===== config.mk =====
export PLATFORM = sky130hd
export DESIGN_NAME = control_ajuste
export DESIGN_NICKNAME = d
export VERILOG_FILES = /design/src/rtl/control_ajuste.sv
export SDC_FILE = /design/constraint.sdc
export NUM_CORES = 1
export LEC_CHECK = 0
export BUFFER_PORTS_ARGS = -buffer_cell sky130_fd_sc_hd__buf_4
export CORE_MARGIN = 8
export CORE_UTILIZATION = 61
export CTS_CLUSTER_SIZE = 25
export DETAILED_ROUTE_END_ITERATION = 12
export GPL_TIMING_DRIVEN = 0
export MAX_ROUTING_LAYER = met4
export PLACE_DENSITY = 0.85
export SLEW_MARGIN = 25
export SYNTH_ARGS = -nofsm -noshare
export SYNTH_HDL_FRONTEND = slang
export SYNTH_SLANG_ARGS = --single-unit

===== constraint.sdc =====
create_clock -name clk -period 3.6 [get_ports clk]
set_input_delay 0.36 -clock clk [delete_from_list [all_inputs] [get_ports clk]]
set_output_delay 0.36 -clock clk [all_outputs]
set_load 0.03 [all_outputs]

===== src/rtl/control_ajuste.sv =====
// control_ajuste: edit-mode controller that sequences a 3-field settable value (e.g. hh:mm:ss).
// Define CTRL_TIMEOUT_EN to build the inactivity auto-exit (parameter TMO_CYC).
module control_ajuste #(
  parameter int W    = 6,
  parameter int MAX0 = 23,
  parameter int MAX1 = 59,
  parameter int MAX2 = 59
`ifdef CTRL_TIMEOUT_EN
  ,
  parameter int TMO_CYC = 1000
`endif
) (
  input  logic         clk,
  input  logic         reset,
  input  logic         aumentar,
  input  logic         disminuir,
  input  logic         siguiente,
  output logic         editando,
  output logic [1:0]   campo,
  output logic [W-1:0] valor0,
  output logic [W-1:0] valor1,
  output logic [W-1:0] valor2,
  output logic         cambio
);

  // The encoding doubles as the campo output: field index while editing, 3 when idle.
  typedef enum logic [1:0] {
    EDIT0 = 2'd0,
    EDIT1 = 2'd1,
    EDIT2 = 2'd2,
    IDLE  = 2'd3
  } state_t;

  localparam logic [W-1:0] MAX0_V = W'(MAX0);
  localparam logic [W-1:0] MAX1_V = W'(MAX1);
  localparam logic [W-1:0] MAX2_V = W'(MAX2);

  state_t         state_q, state_d;
  logic           editando_q, editando_d;
  logic [W-1:0]   valor0_q, valor0_d;
  logic [W-1:0]   valor1_q, valor1_d;
  logic [W-1:0]   valor2_q, valor2_d;
  logic           cambio_q, cambio_d;
  logic           evInc, evDec, evSig, stepEn, tmoHit;

  function automatic logic [W-1:0] stepField(input logic [W-1:0] v,
                                             input logic [W-1:0] maxV,
                                             input logic         up);
    if (up) return (v == maxV) ? '0 : v + W'(1);
    else    return (v == '0) ? maxV : v - W'(1);
  endfunction

  assign evInc  = ~aumentar;
  assign evDec  = ~disminuir;
  assign evSig  = ~siguiente;
  // A step is applied only in edit mode, without a concurrent sig, and with exactly one of inc/dec.
  assign stepEn = (state_q != IDLE) && !evSig && (evInc ^ evDec);

`ifdef CTRL_TIMEOUT_EN
  localparam int TW = (TMO_CYC > 1) ? $clog2(TMO_CYC) : 1;

  logic [TW-1:0] tmo_q, tmo_d;

  always_comb begin
    tmo_d  = tmo_q;
    tmoHit = 1'b0;
    if (state_q == IDLE || evSig || stepEn) begin
      tmo_d = '0;
    end else if (tmo_q == TW'(TMO_CYC - 1)) begin
      tmo_d  = '0;
      tmoHit = 1'b1;
    end else begin
      tmo_d = tmo_q + TW'(1);
    end
  end

  always_ff @(posedge clk) begin
    if (reset) tmo_q <= '0;
    else       tmo_q <= tmo_d;
  end
`else
  assign tmoHit = 1'b0;
`endif

  always_comb begin
    state_d  = state_q;
    valor0_d = valor0_q;
    valor1_d = valor1_q;
    valor2_d = valor2_q;
    cambio_d = 1'b0;
    if (evSig) begin
      unique case (state_q)
        IDLE:    state_d = EDIT0;
        EDIT0:   state_d = EDIT1;
        EDIT1:   state_d = EDIT2;
        default: state_d = IDLE;
      endcase
    end else if (stepEn) begin
      cambio_d = 1'b1;
      unique case (state_q)
        EDIT0:   valor0_d = stepField(valor0_q, MAX0_V, evInc);
        EDIT1:   valor1_d = stepField(valor1_q, MAX1_V, evInc);
        EDIT2:   valor2_d = stepField(valor2_q, MAX2_V, evInc);
        default: cambio_d = 1'b0;
      endcase
    end else if (tmoHit) begin
      state_d = IDLE;
    end
    editando_d = (state_d != IDLE);
  end

  always_ff @(posedge clk) begin
    if (reset) begin
      state_q    <= IDLE;
      editando_q <= 1'b0;
      valor0_q   <= '0;
      valor1_q   <= '0;
      valor2_q   <= '0;
      cambio_q   <= 1'b0;
    end else begin
      state_q    <= state_d;
      editando_q <= editando_d;
      valor0_q   <= valor0_d;
      valor1_q   <= valor1_d;
      valor2_q   <= valor2_d;
      cambio_q   <= cambio_d;
    end
  end

  assign editando = editando_q;
  assign campo    = state_q;
  assign valor0   = valor0_q;
  assign valor1   = valor1_q;
  assign valor2   = valor2_q;
  assign cambio   = cambio_q;

endmodule

==> impl_summary.txt, run 1 <==
----------------------------------------------------
[Outcome]
  Status ... finished clean

[Setup path]
  Endpoint class of the critical path ... flip-flop
  CP Buf/Inv Count ... 1
  Crit Path Max Fanout ... 7
  Required time of the worst setup path ... 3.82 ns
  Critical Path Max Stage Delay ... 0.38 ns
  List of cells traversed by the critical path ... ha_1 > nor2b_1 > clkbuf_1 > nand3_1 > o31a_1 > o32ai_1
  CP startpoint kind ... flip-flop
  Largest delay share family, worst path ... compound AO/OA/AOI/OAI gates
  Max stage delay cell, worst path ... dfxtp_1
  Classification of the worst setup path ... reg -> reg
  Worst EP arrival ... 2.05 ns

[Timing]
  Final number of setup-violating endpoints ... 0
  Worst clock skew on the final layout ... 0.004092 ns
  Fin crit period ... 1.830 ns
  Maximum frequency from static timing analysis ... 546.5 MHz
  Sum of negative setup slack ... 0 ns
  Pin slew with the least headroom to its limit ... 0.6002 ns
  Number of hold violations in the final report ... 0
  Setup repair after global routing missed its margin ... no
  Headroom to the max-slew limit ... 59.98%
  Final worst-path cycle share ... 50.83%
  Max-slew violation total from the final report ... 0
  Worst Slack Setup Final ... 1.770 ns

[Logic synthesis]
  Post-synth EDFFs ... 0
  Most repeated cell in the gate-level netlist after synthesis ... dfxtp_1
  Sequential cell area fraction in the yosys report ... 25.34%
  YS warnings ... 0
  Most used DFF post-synth ... dfxtp_1
  Yosys top cell area share ... 25.34%
  Synth top cells by count ... dfxtp_1, a21oi_1, ha_1
  Async set or reset register ratio after synthesis ... 0%
  Distinct cell type count of the synthesized netlist ... 59
  Number of storage elements in the synthesis netlist ... 22
  Leading cell types by total area after synthesis ... dfxtp_1, ha_1, a21oi_1, nor3_1, nor2b_1
  Top cell type by total area after synthesis ... dfxtp_1
  Post-Synthesis Cell Area ... 0.001738 mm²
  Synth Area per Inst ... 8.276 µm²
  Synthesized netlist net count ... 229
  Cell count after synthesis ... 210

[Run]
  Number of maximum-capacitance constraint violations ... 0

[Placed design]
  Post-DP HPWL ... 3292 µm
  Total cell area at the placement stage ... 0.001972 mm²
  Number of I/O port buffers ... 26
  Routability congestion estimate ... 0.9177
  Worst slack at placement ... 1.830 ns

[Global routing]
  Initial antenna violation count ... 0
  Number of global-route vias before repair ... 1698
  Global-route wire length before repair ... 7562 µm
  Global-route usage over all layers ... 18.32%
  Global-route congestion overflow total ... 0
  Pin count of the biggest net entering global routing ... 13

[Detailed routing]
  Via count ... 1766
  Sum of routed wire length over all layers ... 4540 µm
  Number of DRC violations after detailed-routing iteration 0 ... 146
  Detailed-route wire length per cell ... 16.75 µm
  Residual DRC ... 0
  Drt first pass iters ... 4
  Remaining antenna violation count ... 0
  Routed vias/inst ... 6.517

[Die]
  Die Span Y ... 69.38 µm
  Die ar. ... 0.004813 mm²
  IO Count ... 27
  Initial cell density of the core ... 63.57%
  Count of standard-cell rows ... 19
  Die span in x ... 69.38 µm
  Core area ... 0.002734 mm²

[Clock tree]
  # Post-CTS Setup Buffers ... 0
  Clock latency on the worst-skew pair ... 0.30 ns
  TritonCTS Buffers ... 3
  Clock tree from TritonCTS ... done
  Maximum count of clock buffers along a single path ... 2
  Hold bufs inserted after CTS ... 0
  Clock root cell ... clkbuf_4
  Number of H-tree levels ... 1
  Cts repair resizes ... 0
  Clock input transition at the sequential cells of the worst setup and hold paths ... 0.13 ns
  Number of clock sinks ... 22

[Layout]
  Share of final-layout standard cells stronger than drive strength 1 ... 21.25%
  Number of antenna cells inserted ... 0
  Area growth syn-to-layout ... 15.55%
  Final standard cell area without fillers ... 0.002008 mm²
  Filler cell count ... 206
  Post-layout net count ... 260

[Pwr]
  Overall power consumption ... 0.5004 mW
  Total power density per cell area ... 249.2 mW/mm²
  VDD IR max ... 0.2543 mV
  Reported leakage power ... 0.8449 nW

[Min path]
  Path class of the lowest-slack min-delay path ... in -> reg

----------------------------------------------------
-- power by group --
| group | leakage [nW] | internal (mW) | switching [mW] |
|---|---|---|---|
| sequential | 0.178 | 0.250 | 0.00764 |
| combinational | 0.646 | 0.0391 | 0.0635 |
| clock | 0.0210 | 0.0617 | 0.0786 |
-- cell type report --
class                      instances  area, µm²  area share, %
inverter                          12      45.04          2.243
buffer                            15      72.57          3.614
sequential                        22      440.4          21.93
tap                               31      38.79          1.931
clock buffer                       4      36.28          1.807
timing repair buffer              26      195.2          9.720
multi-input combinational        161       1180          58.75
-- worst reg2reg max path, delay by kind of cell (launching register included) --
kind / cells / cell delay [ns]
adder cells (fa/ha/maj): 1 / 0.20
AO/OA/AOI/OAI: 2 / 0.48
buffers and inverters: 1 / 0.26
AND/OR/NAND/NOR: 2 / 0.43
flip-flops: 1 / 0.38
-- final timing paths --
kind             start        end  slack (ns)  cells past startpoint
max reg2reg   campo[0]  valor2[5]        1.77                      6
min reg2reg  valor2[4]  valor2[4]        0.58                      2
min          siguiente   campo[1]        0.32                      2
max           campo[0]  valor2[5]        1.77                      6
-- logic make-up (layout without fill, tap and decap cells) --
logic type               count (synthesis)  count (layout)  synth area share (%)
XOR/XNOR                                 5               5                 2.952
AND/OR/NAND/NOR                         69              69                 23.47
flip-flops                              22              22                 25.34
multiplexers                             3               3                 1.800
adder cells (fa/ha/maj)                 14              14                 10.08
AO/OA/AOI/OAI                           70              70                 29.59
buffers and inverters                   27              57                 6.767
-- state kept, by name, indices dropped and copies added, names as in the netlist --
name	cells
editando	1
cambio	1
campo	2
valor2	6
valor1	6
valor0	6
-- per-layer routing --
metal	part of all wire [%]	wire (µm)	vias to the layer above	global-route usage [%]
li1	-	-	854	-
met5	0	0	-	-
met3	7.1	324	13	2.575
met1	43	1958	827	21.24
met2	47	2145	72	30.64
met4	2.5	112	0	7.973
-- stage by stage --
| step | std cells | utilization [%] | hold WS, ns |
|---|---|---|---|
| after floorplan | 210 | - | 0.4784 |
| after global placement | 267 | 72.13 | 0.5512 |
| after detailed placement | 267 | 72.13 | 0.5655 |
| after CTS | 271 | 73.46 | 0.3106 |
| after global routing | 271 | 73.46 | 0.3144 |
| final | 271 | 73.46 | 0.3166 |
-- cell usage in the layout, fill, tap and decap left out, types with 3 or more instances in the layout --
master,count
a211o_1,4
a211oi_1,6
a21oi_1,14
a31oi_1,5
and3_1,4
buf_2,7
buf_4,26
clkbuf_1,6
clkbuf_4,3
dfxtp_1,22
ha_1,14
inv_1,12
nand2_1,8
nand2b_1,5
nor2_1,9
nor2b_1,8
nor3_1,11
o21ai_0,9
o32ai_1,3
or2_2,4
xor2_1,4
Note: power is estimated with default switching activity, not from simulation.
==> inputs of run 2 (changes only) <==
Settings changed: ABC_AREA set to 1, CORE_UTILIZATION 61 to 51, PLACE_DENSITY 0.85 to 0.75.
Clock period 3.6 ns to 1.6 ns, I/O delays scaled along.
==> impl_summary.txt, run 2 <==
----------------------------------------------------
[Die]
  Die span in x ... 75.44 µm
  Count of standard-cell rows ... 21
  Initial cell density of the core ... 53.57%
  Die ar. ... 0.005690 mm²
  IO Count ... 27
  Die Span Y ... 75.44 µm
  Core area ... 0.003363 mm²

[Min path]
  Hold path start ... siguiente
  Path class of the lowest-slack min-delay path ... in -> reg

[Logic synthesis]
  Most used DFF post-synth ... dfxtp_1
  Async set or reset register ratio after synthesis ... 0%
  Sequential cell area fraction in the yosys report ... 24.44%
  Leading cell types by total area after synthesis ... dfxtp_1, nand2_1, ha_1, nand3_1, inv_1
  Most repeated cell in the gate-level netlist after synthesis ... nand2_1
  Synthesized netlist net count ... 288
  Post-synth EDFFs ... 0
  Synth top cells by count ... nand2_1, inv_1, nor2_1
  Synth Area per Inst ... 6.698 µm²
  Post-Synthesis Cell Area ... 0.001802 mm²
  YS warnings ... 0
  Distinct cell type count of the synthesized netlist ... 27
  Top cell type by total area after synthesis ... dfxtp_1
  Yosys top cell area share ... 24.44%
  Cell count after synthesis ... 269
  Number of storage elements in the synthesis netlist ... 22

[Timing]
  Fin crit period ... 1.438 ns
  Final number of setup-violating endpoints ... 0
  Maximum frequency from static timing analysis ... 695.4 MHz
  Headroom to the max-slew limit ... 70.75%
  Max-slew violation total from the final report ... 0
  Final worst-path cycle share ... 89.87%
  Pin slew with the least headroom to its limit ... 0.4387 ns
  Number of hold violations in the final report ... 0
  Worst clock skew on the final layout ... 0.007399 ns

[Setup path]
  Max stage delay cell, worst path ... dfxtp_1
  Most Frequent Cell on Critical Path ... inv_1
  Critical Path Sink ... valor2[4]
  Crit Path Max Fanout ... 8
  Largest delay share family, worst path ... simple AND/OR/NAND/NOR gates
  Reg2Reg Launch Point ... campo[0]
  Endpoint of the worst-slack reg-to-reg timing path ... valor2[4]
  Flop-to-flop setup slack ... 0.16 ns
  Required time of the worst setup path ... 1.85 ns
  CP Buf/Inv Count ... 2
  Timing startpoint of the critical path ... campo[0]
  Worst-case reg-to-reg path depth ... 9
  Classification of the worst setup path ... reg -> reg
  Worst EP arrival ... 1.69 ns
  Critical Path Max Stage Delay ... 0.39 ns
  Endpoint class of the critical path ... flip-flop
  List of cells traversed by the critical path ... ha_1 > inv_1 > nand2_2 > nor2_8 > nand3_4 > nor2_2 > nand3_1 > nand2_1 > inv_1
  CP startpoint kind ... flip-flop
  Instance count on the critical path ... 9

[Pwr]
  Total power density per cell area ... 582.5 mW/mm²
  VDD IR max ... 0.3601 mV
  Reported leakage power ... 0.9889 nW
  Overall power consumption ... 1.211 mW

[Clock tree]
  Clock latency on the worst-skew pair ... 0.33 ns
  Maximum count of clock buffers along a single path ... 2
  Cts repair resizes ... 0
  Number of H-tree levels ... 1
  # Post-CTS Setup Buffers ... 0
  Number of clock sinks ... 22
  TritonCTS Buffers ... 3
  Clock root cell ... clkbuf_4
  Clock tree from TritonCTS ... done
  Clock input transition at the sequential cells of the worst setup and hold paths ... 0.14 ns
  Hold bufs inserted after CTS ... 0

[Global routing]
  Pin count of the biggest net entering global routing ... 13
  Global-route wire length before repair ... 7051 µm
  Initial antenna violation count ... 0
  Global-route congestion overflow total ... 0
  Number of global-route vias before repair ... 1650
  Global-route usage over all layers ... 16.01%

[Layout]
  Most frequent standard cell in the layout excluding fill and tap cells ... nand2_1
  Final standard cell area without fillers ... 0.002078 mm²
  Number of antenna cells inserted ... 0
  Commonest cells after routing, fill and taps aside ... nand2_1, inv_1, nor2_1
  Post-layout net count ... 317
  Final standard cell count with taps included and fillers excluded ... 343
  Area growth syn-to-layout ... 15.35%
  Share of final-layout standard cells stronger than drive strength 1 ... 17.85%

[Detailed routing]
  Residual DRC ... 0
  Drt first pass iters ... 4
  Number of DRC violations after detailed-routing iteration 0 ... 146
  Routed vias/inst ... 5.192
  DR WL met2 ... 1928 µm
  Wire length the detailed router placed on met1 ... 1997 µm
  Met3 Wirelength ... 227 µm
  Top metal layer carrying routed signals ... met4
  Detailed-route wire length per cell ... 12.25 µm
  Sum of routed wire length over all layers ... 4203 µm
  Remaining antenna violation count ... 0
  Via count ... 1781

[Placed design]
  Total cell area at the placement stage ... 0.002039 mm²
  Post-DP HPWL ... 3156 µm
  Number of I/O port buffers ... 24
  Routability congestion estimate ... 0.9038
  Placed cell count ... 339

[Outcome]
  Status ... finished clean

[Run]
  Number of maximum-capacitance constraint violations ... 0

----------------------------------------------------
-- run 2: logic make-up (layout without fill, tap and decap cells) --
logic type | count (synthesis) | in the layout | share of synthesized area, %
compound gates | 52 | 52 | 14.93
xor+xnor | 13 | 13 | 6.319
fa+ha+maj | 14 | 14 | 9.722
buf+inv | 42 | 70 | 10.76
flops | 22 | 22 | 24.44
simple gates | 126 | 126 | 33.82
-- run 2: report_power, final --
| group | switching [mW] | total [mW] | internal, mW | leakage (nW) |
|---|---|---|---|---|
| Clock | 0.195 | 0.335 | 0.139 | 0.0210 |
| Sequential | 0.0243 | 0.592 | 0.568 | 0.179 |
| Combinational | 0.182 | 0.284 | 0.102 | 0.789 |
-- run 2: metrics by stage --
step	hold slack, ns	setup WS (ns)	TNS (ns)	util (%)
after CTS	0.09250	0.1501	0	61.72
final	0.09665	0.1620	0	61.79
after detailed placement	0.4452	0.1644	0	60.64
after global routing	0.1060	-0.004954	-0.004954	61.79
after global placement	0.4435	0.1708	0	60.64
after floorplan	0.3026	0.1019	0	-
-- run 2: area by class of cell --
class / count / area, µm²
repair buffers: 24 / 180.2
well taps: 46 / 57.56
inverters: 34 / 136.4
fillers: 350 / 1285
clock buffers: 4 / 36.28
flip-flops and latches: 22 / 440.4
plain buffers: 8 / 57.56
multi-input cells: 205 / 1170
-- run 2: worst reg2reg max path, cell delays in order (launching register included) --
cell and delay (ns):
dfxtp_1 0.39, ha_1 0.21, inv_1 0.06, nand2_2 0.08, nor2_8 0.15, nand3_4 0.15
nor2_2 0.16, nand3_1 0.08, nand2_1 0.06, inv_1 0.03
-- run 2: how the worst min path moves through the flow --
| stage | to | cells past startpoint |
|---|---|---|
| floorplan | campo[1] | 1 |
| CTS | campo[1] | 2 |
| global placement | campo[0] | 2 |
| finish | campo[1] | 2 |
| detailed placement | campo[1] | 2 |
| global route | campo[0] | 2 |
-- run 2: per-layer routing --
layer,vias to the layer above,global-route usage (%)
met4,0,5.544
met2,43,26.08
met5,-,-
met3,5,3.026
li1,926,-
met1,807,19.27
==> inputs of run 3 (changes only) <==
Settings changed: SETUP_SLACK_MARGIN set to 0.3.
==> impl_summary.txt, run 3 (same netlist as run 2, synthesis figures left out) <==
----------------------------------------------------
[Global routing]
  Global-route usage over all layers ... 16.92%
  Initial antenna violation count ... 0
  Global-route wire length before repair ... 7445 µm
  Pin count of the biggest net entering global routing ... 14
  Number of global-route vias before repair ... 1700
  Global-route congestion overflow total ... 0

[Clock tree]
  Clock root cell ... clkbuf_4
  Clock tree from TritonCTS ... done
  TritonCTS Buffers ... 3
  Number of clock sinks ... 22
  Number of H-tree levels ... 1
  Clock latency on the worst-skew pair ... 0.33 ns
  Maximum count of clock buffers along a single path ... 2
  Clock input transition at the sequential cells of the worst setup and hold paths ... 0.14 ns

[Die]
  Die span in x ... 75.44 µm
  Die ar. ... 0.005690 mm²
  Count of standard-cell rows ... 21
  IO Count ... 27
  Die Span Y ... 75.44 µm
  Initial cell density of the core ... 53.57%
  Core area ... 0.003363 mm²

[Setup path]
  Required time of the worst setup path ... 1.85 ns
  CP startpoint kind ... flip-flop
  Endpoint class of the critical path ... flip-flop
  Reg2Reg Launch Point ... campo[0]
  Crit Path Max Fanout ... 8
  Max stage delay cell, worst path ... dfxtp_4
  Classification of the worst setup path ... reg -> reg
  List of cells traversed by the critical path ... ha_4 > inv_2 > nand2_4 > nor2_8 > nand3_4 > nor2_2 > nand3_1 > nand2_1 > inv_1
  Flop-to-flop setup slack ... 0.21 ns
  Critical Path Max Stage Delay ... 0.39 ns
  Endpoint of the worst-slack reg-to-reg timing path ... valor2[4]
  Worst EP arrival ... 1.64 ns
  Worst-case reg-to-reg path depth ... 9

[Timing]
  Pin slew with the least headroom to its limit ... 0.5092 ns
  Worst clock skew on the final layout ... 0.006299 ns
  Sum of negative setup slack ... 0 ns
  Final worst-path cycle share ... 86.85%
  Fin crit period ... 1.390 ns
  Maximum frequency from static timing analysis ... 719.6 MHz
  Final number of setup-violating endpoints ... 0
  Setup repair after global routing missed its margin ... yes
  Number of hold violations in the final report ... 0
  Max-slew violation total from the final report ... 0
  Headroom to the max-slew limit ... 66.05%
  Worst Slack Setup Final ... 0.2103 ns

[Layout]
  Area growth syn-to-layout ... 27.71%
  Commonest cells after routing, fill and taps aside ... nand2_1, buf_4, inv_1
  Post-layout net count ... 326
  Number of antenna cells inserted ... 0
  Most frequent standard cell in the layout excluding fill and tap cells ... nand2_1
  Share of final-layout standard cells stronger than drive strength 1 ... 32.03%

[Detailed routing]
  Via count ... 1883
  Drt first pass iters ... 4
  Remaining antenna violation count ... 0
  Routed vias/inst ... 5.349
  Sum of routed wire length over all layers ... 4521 µm
  Residual DRC ... 0
  Number of DRC violations after detailed-routing iteration 0 ... 172
  Detailed-route wire length per cell ... 12.84 µm

[Placed design]
  Routability congestion estimate ... 0.9041
  Post-DP HPWL ... 3189 µm
  Number of I/O port buffers ... 24
  Worst slack at placement ... 0.2465 ns

[Pwr]
  Total power density per cell area ... 593.8 mW/mm²
  VDD IR max ... 0.3612 mV
  Reported leakage power ... 1.059 nW

[Outcome]
  Status ... finished clean

[Min path]
  Hold path start ... siguiente
  Hold Path Cell Cnt ... 2
  Hold path endpoint ... campo[1]
  Path class of the lowest-slack min-delay path ... in -> reg

[Run]
  Number of maximum-capacitance constraint violations ... 0

----------------------------------------------------
[run 3: changes by cell type in the layout (fill, tap and decap cells not counted), moves of 3 or more]
cell and delta:
dfxtp_4 +8, dfxtp_2 +4, inv_1 -5, inv_2 +3, nand3_2 +3, o21ai_0 -7, nor2_1 -5, buf_4 +10
nor2_2 +4, dfxtp_1 -12, o21ai_2 +5, nand3_1 -3
[run 3: how the worst max path moves through the flow]
stage / startpoint / endpoint / slack, ns / cells after the start
2_1_floorplan: valor1[4] / valor1[4] / 0.30 / 7
3_3_place_gp: campo[1] / valor2[4] / 0.26 / 9
3_5_place_dp: campo[1] / valor2[4] / 0.25 / 9
4_1_cts: campo[0] / valor2[4] / 0.26 / 9
5_1_grt: campo[0] / valor1[2] / 0.15 / 8
6_report: campo[0] / valor2[4] / 0.21 / 9
[run 3: report_power, final]
group | total [mW] | internal (mW) | switching, mW
Combinational | 0.334 | 0.128 | 0.206
Sequential | 0.586 | 0.561 | 0.0251
Clock | 0.447 | 0.254 | 0.193
[run 3: routing by layer]
metal  GRT usage [%]  share of wire, %  vias up
met3           1.711               5.6        5
met2           27.42                48       62
li1                -                 -      946
met1           21.20                45      870
met4           6.183               1.2        0
met5               -                 0        -
[run 3: area by class of cell]
class,instances,area [µm²]
Sequential cell,22,475.5
Timing Repair Buffer,33,247.7
Clock buffer,3,22.52
Fill cell,315,1062
Multi-Input combinational cell,205,1261
Tap cell,46,57.56
Clock inverter,1,30.03
Inverter,34,146.4
Buffer,8,60.06
[run 3: timing repair]
| action | CTS | global route |
|---|---|---|
| buffers inserted | 4 | 5 |
| resized for setup | 7 | 29 |
| setup endpoints to repair | 18 | 19 |
| hold buffers | 0 | 0 |
| pin swaps | 7 | 7 |
[run 3: worst max-delay path: cells and delay by family, from the launching register on]
family	cells	cell delay, ns
and+or+nand+nor	6	0.67
DFF	1	0.39
adders and majority gates	1	0.16
buffers and inverters	2	0.09
[run 3: through the flow]
stage / total power [mW] / hold slack, ns / std cells / utilization (%) / instance area (µm²)
2_1_floorplan: 0.8161 / 0.2910 / 269 / - / 1853
3_3_place_gp: 0.8904 / 0.4474 / 339 / 62.17 / 2091
3_5_place_dp: 0.8950 / 0.4403 / 339 / 62.17 / 2091
4_1_cts: 1.352 / 0.07702 / 347 / 65.22 / 2193
5_1_grt: 1.440 / 0.09933 / 352 / 68.42 / 2301
6_report: 1.366 / 0.08546 / 352 / 68.42 / 2301
